--- config.mk ---
export PLATFORM = sky130hd
export DESIGN_NAME = noise_tolerant_encoder_flat
export DESIGN_NICKNAME = d
export VERILOG_FILES = /design/src/rtl/noise_tolerant_encoder_if.sv /design/src/rtl/noise_tolerant_encoder.sv /design/src/flat_wrapper.sv
export SDC_FILE = /design/constraint.sdc
export NUM_CORES = 1
export LEC_CHECK = 0
export CAP_MARGIN = 20
export CORE_ASPECT_RATIO = 1.4
export CORE_MARGIN = 8
export CORE_UTILIZATION = 33
export DETAILED_ROUTE_END_ITERATION = 10
export DONT_BUFFER_PORTS = 1
export PLACE_DENSITY = 0.52
export SYNTH_ARGS = -nofsm -noshare
export SYNTH_HDL_FRONTEND = slang
export SYNTH_SLANG_ARGS = --single-unit
--- constraint.sdc ---
create_clock -name clk -period 1.9 [get_ports clk]
set_clock_uncertainty 0.2 [all_clocks]
set_input_delay 0.38 -clock clk [delete_from_list [all_inputs] [get_ports clk]]
set_output_delay 0.38 -clock clk [all_outputs]
set_load 0.03 [all_outputs]
--- src/rtl/noise_tolerant_encoder_if.sv ---
// Handshake and data bundle between a frame source and the Golay (24,12) encoder.
interface noise_tolerant_encoder_if;
  logic        enable;
  logic [11:0] input_vector;
  logic [23:0] error_mask;
  logic [23:0] output_vector;
  logic        ready;
  logic        finish;
  logic        serial_out;
  logic        serial_valid;

  modport master (
    output enable, input_vector, error_mask,
    input  output_vector, ready, finish, serial_out, serial_valid
  );

  modport slave (
    input  enable, input_vector, error_mask,
    output output_vector, ready, finish, serial_out, serial_valid
  );
endinterface

--- src/rtl/noise_tolerant_encoder.sv ---
// Extended Golay (24,12) systematic encoder with optional error injection and
// an MSB-first serialiser; one frame per accepted enable, 26 cycles back-to-back.
module noise_tolerant_encoder (
  input  logic                     clk,
  input  logic                     rst_n,
  noise_tolerant_encoder_if.slave  bus
);

  localparam logic [1:0] S_IDLE   = 2'd0;
  localparam logic [1:0] S_ENCODE = 2'd1;
  localparam logic [1:0] S_SHIFT  = 2'd2;

  logic [1:0]  r_state;
  logic [11:0] r_data;
  logic [23:0] r_mask;
  logic [23:0] r_code;
  logic [23:0] r_shift;
  logic [4:0]  r_cnt;
  logic        r_ready;
  logic        r_finish;
  logic        r_valid;

  logic [11:0] w_parity;
  logic [23:0] w_code;

  // Each mask selects the message bits d[k] (= c[k+12]) feeding one parity bit.
  always_comb begin
    w_parity[11] = ^(r_data & 12'hFFE);
    w_parity[10] = ^(r_data & 12'hA3B);
    w_parity[9]  = ^(r_data & 12'hD1D);
    w_parity[8]  = ^(r_data & 12'h68F);
    w_parity[7]  = ^(r_data & 12'hB47);
    w_parity[6]  = ^(r_data & 12'hDA3);
    w_parity[5]  = ^(r_data & 12'hED1);
    w_parity[4]  = ^(r_data & 12'h769);
    w_parity[3]  = ^(r_data & 12'h3B5);
    w_parity[2]  = ^(r_data & 12'h1DB);
    w_parity[1]  = ^(r_data & 12'h8ED);
    w_parity[0]  = ^(r_data & 12'h477);
  end

  assign w_code = {r_data, w_parity} ^ r_mask;

  always_ff @(posedge clk) begin
    if (!rst_n) begin
      r_state  <= S_IDLE;
      r_data   <= '0;
      r_mask   <= '0;
      r_code   <= '0;
      r_shift  <= '0;
      r_cnt    <= '0;
      r_ready  <= 1'b1;
      r_finish <= 1'b0;
      r_valid  <= 1'b0;
    end else begin
      case (r_state)
        S_IDLE: begin
          r_finish <= 1'b0;
          if (bus.enable) begin
            r_data  <= bus.input_vector;
            r_mask  <= bus.error_mask;
            r_ready <= 1'b0;
            r_state <= S_ENCODE;
          end
        end
        S_ENCODE: begin
          r_code  <= w_code;
          r_shift <= w_code;
          r_cnt   <= 5'd23;
          r_valid <= 1'b1;
          r_state <= S_SHIFT;
        end
        S_SHIFT: begin
          // Last bit has already been on the line for a full cycle when cnt hits 0.
          if (r_cnt == 5'd0) begin
            r_shift  <= '0;
            r_valid  <= 1'b0;
            r_finish <= 1'b1;
            r_ready  <= 1'b1;
            r_state  <= S_IDLE;
          end else begin
            r_shift <= {r_shift[22:0], 1'b0};
            r_cnt   <= r_cnt - 5'd1;
          end
        end
        default: begin
          r_state <= S_IDLE;
          r_ready <= 1'b1;
          r_valid <= 1'b0;
        end
      endcase
    end
  end

  assign bus.output_vector = r_code;
  assign bus.ready         = r_ready;
  assign bus.finish        = r_finish;
  assign bus.serial_valid  = r_valid;
  assign bus.serial_out    = r_shift[23] & r_valid;

endmodule
--- src/flat_wrapper.sv ---
// flat-port wrapper written by rule: the top's interface ports become plain ports
module noise_tolerant_encoder_flat 
  (clk, rst_n, bus_enable, bus_input_vector, bus_error_mask, bus_output_vector, bus_ready, bus_finish, bus_serial_out, bus_serial_valid);
  noise_tolerant_encoder_if bus_i ();
  input  logic clk;
  input  logic rst_n;
  input wire logic [$bits(bus_i.enable)-1:0] bus_enable;
  input wire logic [$bits(bus_i.input_vector)-1:0] bus_input_vector;
  input wire logic [$bits(bus_i.error_mask)-1:0] bus_error_mask;
  output wire logic [$bits(bus_i.output_vector)-1:0] bus_output_vector;
  output wire logic [$bits(bus_i.ready)-1:0] bus_ready;
  output wire logic [$bits(bus_i.finish)-1:0] bus_finish;
  output wire logic [$bits(bus_i.serial_out)-1:0] bus_serial_out;
  output wire logic [$bits(bus_i.serial_valid)-1:0] bus_serial_valid;
  assign bus_i.enable = bus_enable;
  assign bus_i.input_vector = bus_input_vector;
  assign bus_i.error_mask = bus_error_mask;
  assign bus_output_vector = bus_i.output_vector;
  assign bus_ready = bus_i.ready;
  assign bus_finish = bus_i.finish;
  assign bus_serial_out = bus_i.serial_out;
  assign bus_serial_valid = bus_i.serial_valid;
  noise_tolerant_encoder u_core (.clk(clk), .rst_n(rst_n), .bus(bus_i));
endmodule
==> summary.txt, run 1 <==
CTS tree - built
Worst EP required - 1.93 ns
CP startpoint kind - flop
H-Tree Depth - 3
Post-synth ARST share - 0
Reg clk slew, reported paths - 0.07 ns
Min Hold Slack - -0.0185 ns
f_max - 534 MHz
routability cong. - 0.793
top post-synthesis cells by area - dfxtp_1 42%, nand2_1 9.3%, xnor2_1 9.2%
Total Wirelength - 12.2 mm
# DRC - 0
EDFF count, synth - 0
Clock Sinks - 94
max-slew violations - 0
Netlist cell types - 39
Worst Path Max Fanout - 6
fin nets - 578
sequential power share - 0.418
# setup viols final - 0
status - finished with violations
register area share after synthesis - 0.420
die width - 114 um
Worst setup EP type - flop
Initial Utilization - 0.336
crit path DAT - 1.91 ns
Syn Area/Cell - 9.12 sq um
Setup CP Type - flop to flop
syn_nets - 534
vias in the first global route - 3632
Sw Pwr - 2.06 mW
ratio of cells with drive above 1 in the final layout - 0.167
CP delay by family, top - simple AND/OR/NAND/NOR gates
Core Area - 13300 sq um
Crit path depth - 7
Pwr Density - 1110 nW/um^2
via count - 3530
Comb power frac - 0.309
Clock Power Share - 0.273
Final period util - 0.986
Min-Delay Path Depth - 2
Main synth FF type - dfxtp_1
total track usage - 0.133
most frequent cell after synthesis - nand2_1
gr ovfl total - 0
Reg2Reg Depth - 7
Leak - 2.35 nW
Fillers - 1352
IO Pins - 67
failing checks - hold timing
Rows - 50
worst path bufs/invs - 1
Mapped Cells - 491
clk_lat worst skew - 0.34 ns
Rel. slew slack - 0.647
vias per cell - 4.89
synthesis-stage register bit count - 94
cts bufs inserted - 9
RSZ-0062 raised after global routing - yes
Iter 0 DRT Violations - 98
Final min period - 1.87 ns
initial antenna violation count - 0
Post-DRT Antenna Nets - 0
post-synthesis instance area - 4480 sq um
area delta synth->final - 25.3%
maxcap violations - 0
drt wl/cell - 17.0 um
Worst Tran Pin Value - 0.528 ns
post-DP HPWL - 8.38 mm
TritonRoute pass-1 iters - 4
max incr delay on CP - 0.52 ns
Hold Path Class - input pin to flop
worst IR drop on VDD - 0.392 mV
clk root buf - clkbuf_16
Die Y - 154 um
Area after DPL - 4900 sq um
diode count - 0
top cell type's share of synthesized area - 0.420
global-route wire length before repair - 18.4 mm
crit path cell chain - inv_2, ha_4, or4b_4, and2_4, nand3_2, o221ai_1, and2_1
Clock Path Buffers - 2
Int Power - 4.14 mW
final hold vios - 6
area of the die - 17600 sq um
largest net degree at the start of global routing - 95
Post-Layout Inst Area - 5610 sq um
area leader, netlist - dfxtp_1
Buffers on Ports - 0
Slowest-stage cell, CP - or4b_4
top cells by instance count after synthesis - 111 x nand2_1, 94 x dfxtp_1, 47 x xnor2_1, 38 x a21boi_0, 34 x o211a_1
Net Sw Frac - 0.332
Syn. warnings - 0
[metal layers]
layer  up-vias  share of wire  wire, um  GRT usage
li1       1737              -         -          -
met1      1723           0.41      5060      0.145
met2        57           0.54      6580      0.245
met3        13          0.034       417     0.0255
met4         0          0.015       189     0.0471
met5         -              0         0          0
[worst register-to-register path, cell delays in order, from the launching register on]
cell	delay (ns)
dfxtp_2	0.33
inv_2	0.08
ha_4	0.12
or4b_4	0.52
and2_4	0.21
nand3_2	0.07
o221ai_1	0.09
and2_1	0.15
[logic make-up (layout without fill, tap and decap cells)]
| family | Yosys count | count (layout) | synth area share |
|---|---|---|---|
| simple gates | 136 | 138 | 0.126 |
| compound gates | 131 | 131 | 0.224 |
| flops | 94 | 94 | 0.420 |
| xor+xnor | 69 | 69 | 0.160 |
| buf+inv | 56 | 103 | 0.0556 |
| fa+ha+maj | 4 | 4 | 0.0112 |
| mux | 1 | 1 | 0.00224 |
[cell usage in the layout, fill, tap and decap left out, drive strengths merged, types with 2 or more instances in the layout]
cell type    count
nand2          111
dfxtp           94
xnor2           49
buf             46
a21boi          38
o211a           34
dlygate4sd3     31
o21ai           16
xor2            15
o211ai          14
a21oi           13
clkbuf          11
inv             11
and2             9
nor2             5
nor2b            5
o221ai           5
xnor3            5
nand3            4
ha               4
a2bb2oi          3
o31ai            2
o22ai            2
clkinvlp         2
clkinv           2
[path summary, 6_finish.rpt]
path | start | end | slack, ns
setup reg to reg | u_core.r_cnt[0] | u_core.r_shift[11] | 0.03
setup / recovery | u_core.r_cnt[0] | u_core.r_shift[11] | 0.03
hold / removal | rst_n | u_core.bus.output_vector[9] | -0.02
hold reg to reg | u_core.r_mask[18] | u_core.r_mask[18] | 0.28
[repair_timing]
action	CTS	global route
resized for setup	6	13
endpoints found under the setup margin	6	23
buffers inserted	0	1
hold buffers	28	5
endpoints found under the hold margin	92	50
pin swaps	6	2
cloned	0	2
[final cells by class]
class / count / area (sq um) / share of cell area
Multi-Input combinational cell: 343 / 2440 / 0.435
Sequential cell: 94 / 1890 / 0.337
Timing Repair Buffer: 77 / 734 / 0.131
Clock buffer: 11 / 243 / 0.0433
Tap cell: 182 / 228 / 0.0406
Inverter: 10 / 37.5 / 0.00669
Clock inverter: 5 / 33.8 / 0.00603
[registers in the layout, indices dropped and copies added (netlist names)]
signal / flops
u_core.bus.ready: 1
u_core.r_cnt: 5
u_core.r_shift: 24
u_core.r_state: 2
u_core.bus.output_vector: 24
u_core.r_data: 12
u_core.bus.serial_valid: 1
u_core.r_mask: 24
u_core.bus.finish: 1
[per-stage QoR]
step | util | power, mW | setup slack (ns) | setup TNS, ns | instances
after floorplan | - | 3.80 | -0.0542 | -0.835 | 491
after global placement | 0.367 | 4.36 | -0.00625 | -0.00803 | 670
after detailed placement | 0.367 | 4.40 | -0.0433 | -0.154 | 670
after CTS | 0.411 | 6.16 | -0.0277 | -0.0708 | 714
after global routing | 0.421 | 6.52 | -0.0283 | -0.111 | 722
final | 0.421 | 6.20 | 0.0275 | 0 | 722
[power by group through the flow]
stage	clock, mW	combinational [mW]	sequential (mW)
global placement	0	1.72	2.64
floorplan	0	1.24	2.56
global route	1.80	2.09	2.63
detailed placement	0	1.75	2.64
finish	1.69	1.92	2.60
CTS	1.73	1.83	2.60
(Power assumes the default switching activity.)
==> inputs of run 2 (changes only) <==
- CORE_UTILIZATION: 33 -> 57
- PLACE_DENSITY: 0.52 -> 0.79
==> run 2 against run 1 <==
Worst setup slack got worse by 0.031 ns. Sequential power about the same. Design area down 5.6%. First-iteration DRC count rose to 2.5 times the previous value. Core utilization is 27 points higher. Routed wire length decreased by 15%. The flow finishes with violations (hold timing, setup timing).
==> summary.txt, run 2 (synthesis results as in run 1) <==
status - finished with violations
failing checks - hold timing, setup timing
cts bufs inserted - 9 (unchanged)
die width - 90.9 um (-21%)
global-route wire length before repair - 16.8 mm (-8.7%)
max-slew violations - 0 (unchanged)
Worst EP required - 2.02 ns (+0.09 ns)
Final min period - 1.90 ns (+0.0306 ns)
Die Y - 121 um (-21%)
Comb power frac - 0.321 (+0.012)
maxcap violations - 0 (unchanged)
RR Endpoint - u_core.r_shift[10]
area of the die - 11000 sq um (-38%)
crit path cell chain - buf_4, xnor2_1, xnor3_1, o221ai_1, and2_1
Worst Setup SP - u_core.r_data[4]
Total Wirelength - 10.5 mm (-15%)
Sw Pwr - 1.89 mW (-8.5%)
ratio of cells with drive above 1 in the final layout - 0.167 (+0.000316)
post-route setup slack - -0.00311 ns (-0.0306 ns)
area delta synth->final - 18.3%
Hold Path Class - input pin to flop
CP startpoint kind - flop
f_max - 525 MHz (-1.6%)
Area after DPL - 4740 sq um (-3.2%)
clk_lat worst skew - 0.37 ns (+0.03 ns)
Clock Sinks - 94 (unchanged)
TritonRoute pass-1 iters - 4 (unchanged)
max incr delay on CP - 0.46 ns (-0.06 ns)
# DRC - 0 (unchanged)
drt wl/cell - 16.7 um (-1.6%)
via count - 3462 (-1.9%)
Core Area - 7700 sq um (-42%)
Min Hold Slack - -0.0556 ns (-0.0371 ns)
Pwr Density - 1060 nW/um^2 (-3.9%)
Clock Power Share - 0.218 (-0.055)
sequential power share - 0.461 (+0.043)
routability cong. - 0.823 (+3.8%)
Fillers - 600 (-56%)
crit path DAT - 2.02 ns (+0.11 ns)
DP Worst Slack - -0.0430 ns (+0.000259 ns)
vias per cell - 5.52 (+13%)
most frequent cells in the layout - 108 x nand2_1, 83 x dfxtp_1, 44 x xnor2_1
Setup CP Type - flop to flop
Buffers on Ports - 0 (unchanged)
post-DP HPWL - 7.36 mm (-12%)
initial antenna violation count - 0 (unchanged)
final hold vios - 54 (+48)
Worst Tran Pin Value - 0.389 ns (-0.139 ns)
H-Tree Depth - 3 (unchanged)
setup_tns - -0.00311 ns (-0.00311 ns)
Hold Startpoint - rst_n
IO Pins - 67 (unchanged)
Min-Delay Path Depth - 1 (-1)
RSZ-0062 raised after global routing - yes
Iter 0 DRT Violations - 247 (+150%)
Reg2Reg Depth - 5 (-2)
most common cell after layout, fill and taps aside - nand2_1
Initial Utilization - 0.581 (+0.245)
Slowest-stage cell, CP - xnor3_1
diode count - 0 (unchanged)
# setup viols final - 1 (+1)
Rows - 38 (-24%)
Post-Layout Inst Area - 5300 sq um (-5.6%)
Leak - 2.25 nW (-4.0%)
Reg clk slew, reported paths - 0.08 ns (about the same)
Hold Path End - u_core.bus.ready
total track usage - 0.193 (+0.0606)
RR Startpoint - u_core.r_data[4]
Rel. slew slack - 0.737 (+0.0903)
largest net degree at the start of global routing - 95 (unchanged)
Worst Path Max Fanout - 4 (-2)
Post-DRT Antenna Nets - 0 (unchanged)
Net Sw Frac - 0.335 (+0.00284)
worst IR drop on VDD - 0.661 mV (+69%)
Int Power - 3.74 mW (-9.7%)
vias in the first global route - 3509 (-3.4%)
FF-to-FF setup slack - -0.003 ns (-0.03 ns)
clk root buf - clkbuf_8
Final period util - 1.00 (+0.0161)
fin nets - 567 (-1.9%)
Worst setup EP type - flop
CTS tree - built
Clock Path Buffers - 2 (unchanged)
gr ovfl total - 0 (unchanged)
[run 2: changes by cell type in the layout (fill, tap and decap cells not counted), moves of 3 or more]
cell           previous run  this run
dlygate4sd3_1            31        27
clkbuf_16                 9         0
buf_4                    39        36
dfxtp_2                   5        11
clkbuf_8                  1        12
dfxtp_1                  88        83
nand2_2                   0         3
buf_12                    6         3
[run 2: power groups by stage]
| stage | combinational, mW | sequential [mW] | clock (mW) |
|---|---|---|---|
| 6_report | 1.80 | 2.60 | 1.23 |
| 5_1_grt | 1.96 | 2.63 | 1.34 |
| 4_1_cts | 1.74 | 2.59 | 1.26 |
| 3_5_place_dp | 1.67 | 2.64 | 0 |
| 3_3_place_gp | 1.63 | 2.62 | 0 |
| 2_1_floorplan | 1.24 | 2.56 | 0 |
[run 2: metrics by stage]
step / total power, mW / hold WS, ns / utilization / std cells
5_1_grt: 5.94 / -0.100 / 0.687 / 627
6_report: 5.63 / -0.0556 / 0.687 / 627
3_5_place_dp: 4.31 / 0.267 / 0.615 / 583
3_3_place_gp: 4.25 / 0.260 / 0.615 / 583
2_1_floorplan: 3.80 / 0.250 / - / 491
4_1_cts: 5.58 / -0.116 / 0.673 / 623
[run 2: worst max-delay path by stage]
stage / endpoint / slack, ns / depth (start not counted)
floorplan: u_core.r_shift[13] / -0.05 / 9
global placement: u_core.r_shift[9] / 0.02 / 7
detailed placement: u_core.r_shift[9] / -0.04 / 7
CTS: u_core.bus.ready / -0.03 / 7
global route: u_core.r_shift[10] / -0.06 / 5
finish: u_core.r_shift[10] / -0.003 / 5
[run 2: worst max-delay path, delay by kind of cell (launching register included)]
kind | cells | cell delay, ns
simple gates | 1 | 0.14
flops | 1 | 0.38
compound gates | 1 | 0.17
buf+inv | 1 | 0.18
xor+xnor | 2 | 0.79
[run 2: repair_timing]
item,CTS,global route
setup buffers,0,1
gates resized for setup,2,22
pin swaps,1,7
hold endpoints to repair,94,93
hold buffers,25,2
gates cloned,1,1
setup endpoints to repair,6,29
[run 2: area by class of cell]
cell class,count,area (sq um),share of cell area
clock inverters,1,5.00,0.000945
flip-flops and latches,94,1900,0.358
clock buffers,13,169,0.0319
repair buffers,66,601,0.113
well taps,100,125,0.0236
multi-input cells,343,2460,0.465
inverters,10,37.5,0.00709
[run 2: layer usage]
metal  track usage  vias up  wire [um]
met5             0        -          0
met4        0.0997        0        335
met3        0.0546       25        458
met2         0.348       80       5490
met1         0.200     1645       4180
li1              -     1712          -
==> inputs of run 3 (changes only) <==
- CORE_ASPECT_RATIO: 1.4 -> 0.9
- CTS_BUF_LIST: default -> sky130_fd_sc_hd__clkbuf_8 sky130_fd_sc_hd__clkbuf_16
==> run 3 against run 2 <==
The run ends with hold timing left. Clock-buffer cell count decreased by 3. Critical endpoint is now u_core.r_shift[11]. Power increased by 7.5%. Core utilization increased by 1.9 points. Non-clock buffer count decreased by 8. Die area decreased by 0.33%. Sequential share of layout area decreased by 0.46 points. Global-route usage increased by 0.77 points. Via count decreased by 0.40%. Clock power increased by 34%. Largest cell class unchanged. Maximum frequency increased by 1.8%. Sequential power about the same.
==> summary.txt, run 3 (synthesis results as in run 1) <==
status - finished with violations
failing checks - hold timing
Iter 0 DRT Violations - 185 (-25%)
CP startpoint kind - flop
most frequent cells in the layout - 109 x nand2_1, 86 x dfxtp_1, 42 x xnor2_1
total track usage - 0.201 (+0.00767)
f_max - 535 MHz (+1.8%)
Net Sw Frac - 0.328 (-0.00707)
clk root buf - clkbuf_8
initial antenna violation count - 0 (unchanged)
clk_lat worst skew - 0.37 ns (about the same)
final hold vios - 90 (+67%)
RSZ-0062 raised after global routing - yes
Clock Path Buffers - 2 (unchanged)
max layer used - met4
# DRC - 0 (unchanged)
Rows - 30 (-21%)
vias in the first global route - 3483 (-0.74%)
Min Hold Slack - -0.0852 ns (-0.0296 ns)
RR Startpoint - u_core.r_data[10]
die width - 109 um (+20%)
Reg clk slew, reported paths - 0.09 ns (about the same)
Buffers on Ports - 0 (unchanged)
Leak - 2.28 nW (+1.1%)
routability cong. - 0.810 (-1.6%)
largest net degree at the start of global routing - 95 (unchanged)
DP Worst Slack - -0.00672 ns (+0.0363 ns)
ratio of cells with drive above 1 in the final layout - 0.175 (+0.00768)
Rel. slew slack - 0.669 (-0.0687)
cts bufs inserted - 9 (unchanged)
hold_buf cts - 21 (-16%)
fin nets - 559 (-1.4%)
TritonRoute pass-1 iters - 4 (unchanged)
M1 WL - 4.84 mm (+16%)
diode count - 0 (unchanged)
Worst Tran Pin Value - 0.497 ns (+0.109 ns)
Final period util - 0.984 (-0.0176)
sequential power share - 0.430 (-0.031)
Comb power frac - 0.298 (-0.023)
wire length on met2 - 5.18 mm (-5.7%)
max-slew violations - 0 (unchanged)
global-route wire length before repair - 17.5 mm (+3.7%)
area of the die - 10900 sq um (-0.33%)
gr ovfl total - 0 (unchanged)
Area after DPL - 4740 sq um (about the same)
Worst Path Max Fanout - 4 (unchanged)
most common cell after layout, fill and taps aside - nand2_1
Post-Layout Inst Area - 5350 sq um (+1.1%)
Hold Startpoint - rst_n
drt wl/cell - 17.6 um (+5.2%)
Setup CP Type - flop to flop
worst IR drop on VDD - 0.597 mV (-9.7%)
via count - 3448 (-0.40%)
maxcap violations - 0 (unchanged)
area delta synth->final - 19.6%
Worst Setup SP - u_core.r_data[10]
Clock Sinks - 94 (unchanged)
crit path DAT - 1.99 ns (-0.03 ns)
post-DP HPWL - 7.47 mm (+1.5%)
Clock Power Share - 0.272 (+0.054)
post-route setup slack - 0.0303 ns (+0.0334 ns)
Met3 Wirelength - 720 um (+57%)
H-Tree Depth - 3 (unchanged)
setup_tns - 0 ns (+0.00311 ns)
vias per cell - 5.59 (+1.2%)
CTS tree - built
Sw Pwr - 1.98 mW (+5.2%)
Worst EP required - 2.02 ns (about the same)
Initial Utilization - 0.590 (+0.00920)
IO Pins - 67 (unchanged)
# setup viols final - 0 (-1)
Hold Path Class - input pin to flop
Int Power - 4.06 mW (+8.6%)
Total Wirelength - 10.8 mm (+3.5%)
Core Area - 7580 sq um (-1.6%)
Worst setup EP type - flop
Pwr Density - 1130 nW/um^2 (+6.3%)
Die Y - 100 um (-17%)
Final min period - 1.87 ns (-0.0334 ns)
Post-DRT Antenna Nets - 0 (unchanged)
total power - 6.05 mW (+7.5%)
run 3: timing repair:
item	CTS	global route
endpoints found under the setup margin	3	22
pin swaps	0	9
cloned	1	1
gates resized for setup	1	28
setup buffers	0	1
hold endpoints to repair	94	94
run 3: layout make-up:
type	count	area (sq um)
clock inverter	6	115
inverter	10	37.5
multi-input combinational	343	2510
sequential	94	1890
timing repair buffer	58	546
fill	543	2230
tap	96	120
clock buffer	10	138
run 3: path summary, 6_finish.rpt:
check | end | slack [ns] | cells after the start
setup reg to reg | u_core.r_shift[11] | 0.03 | 6
setup / recovery | u_core.r_shift[11] | 0.03 | 6
hold / removal | u_core.bus.ready | -0.09 | 1
hold reg to reg | u_core.r_mask[10] | 0.28 | 2
run 3: worst max-delay path, stage by stage, from the launching register on:
cell	delay [ns]
dfxtp_2	0.36
buf_4	0.16
xnor2_2	0.18
xor2_1	0.22
xnor3_1	0.40
o221ai_2	0.16
and2_1	0.14
run 3: power groups by stage:
| stage | sequential [mW] | combinational [mW] | clock [mW] |
|---|---|---|---|
| after floorplan | 2.56 | 1.24 | 0 |
| final | 2.60 | 1.80 | 1.65 |
| after global routing | 2.63 | 1.96 | 1.74 |
| after global placement | 2.62 | 1.61 | 0 |
| after CTS | 2.59 | 1.70 | 1.66 |
| after detailed placement | 2.64 | 1.65 | 0 |
run 3: through the flow:
step	utilization	cells	hold slack [ns]
finish	0.706	617	-0.0852
global route	0.706	617	-0.0761
CTS	0.688	616	-0.112
detailed placement	0.626	578	0.269
global placement	0.626	578	0.262
floorplan	-	491	0.250
run 3: routing by layer:
metal  GRT usage  up-vias
met5           0        -
met4      0.0612        0
met3      0.0512        9
met2       0.325      101
met1       0.255     1636
li1            -     1702
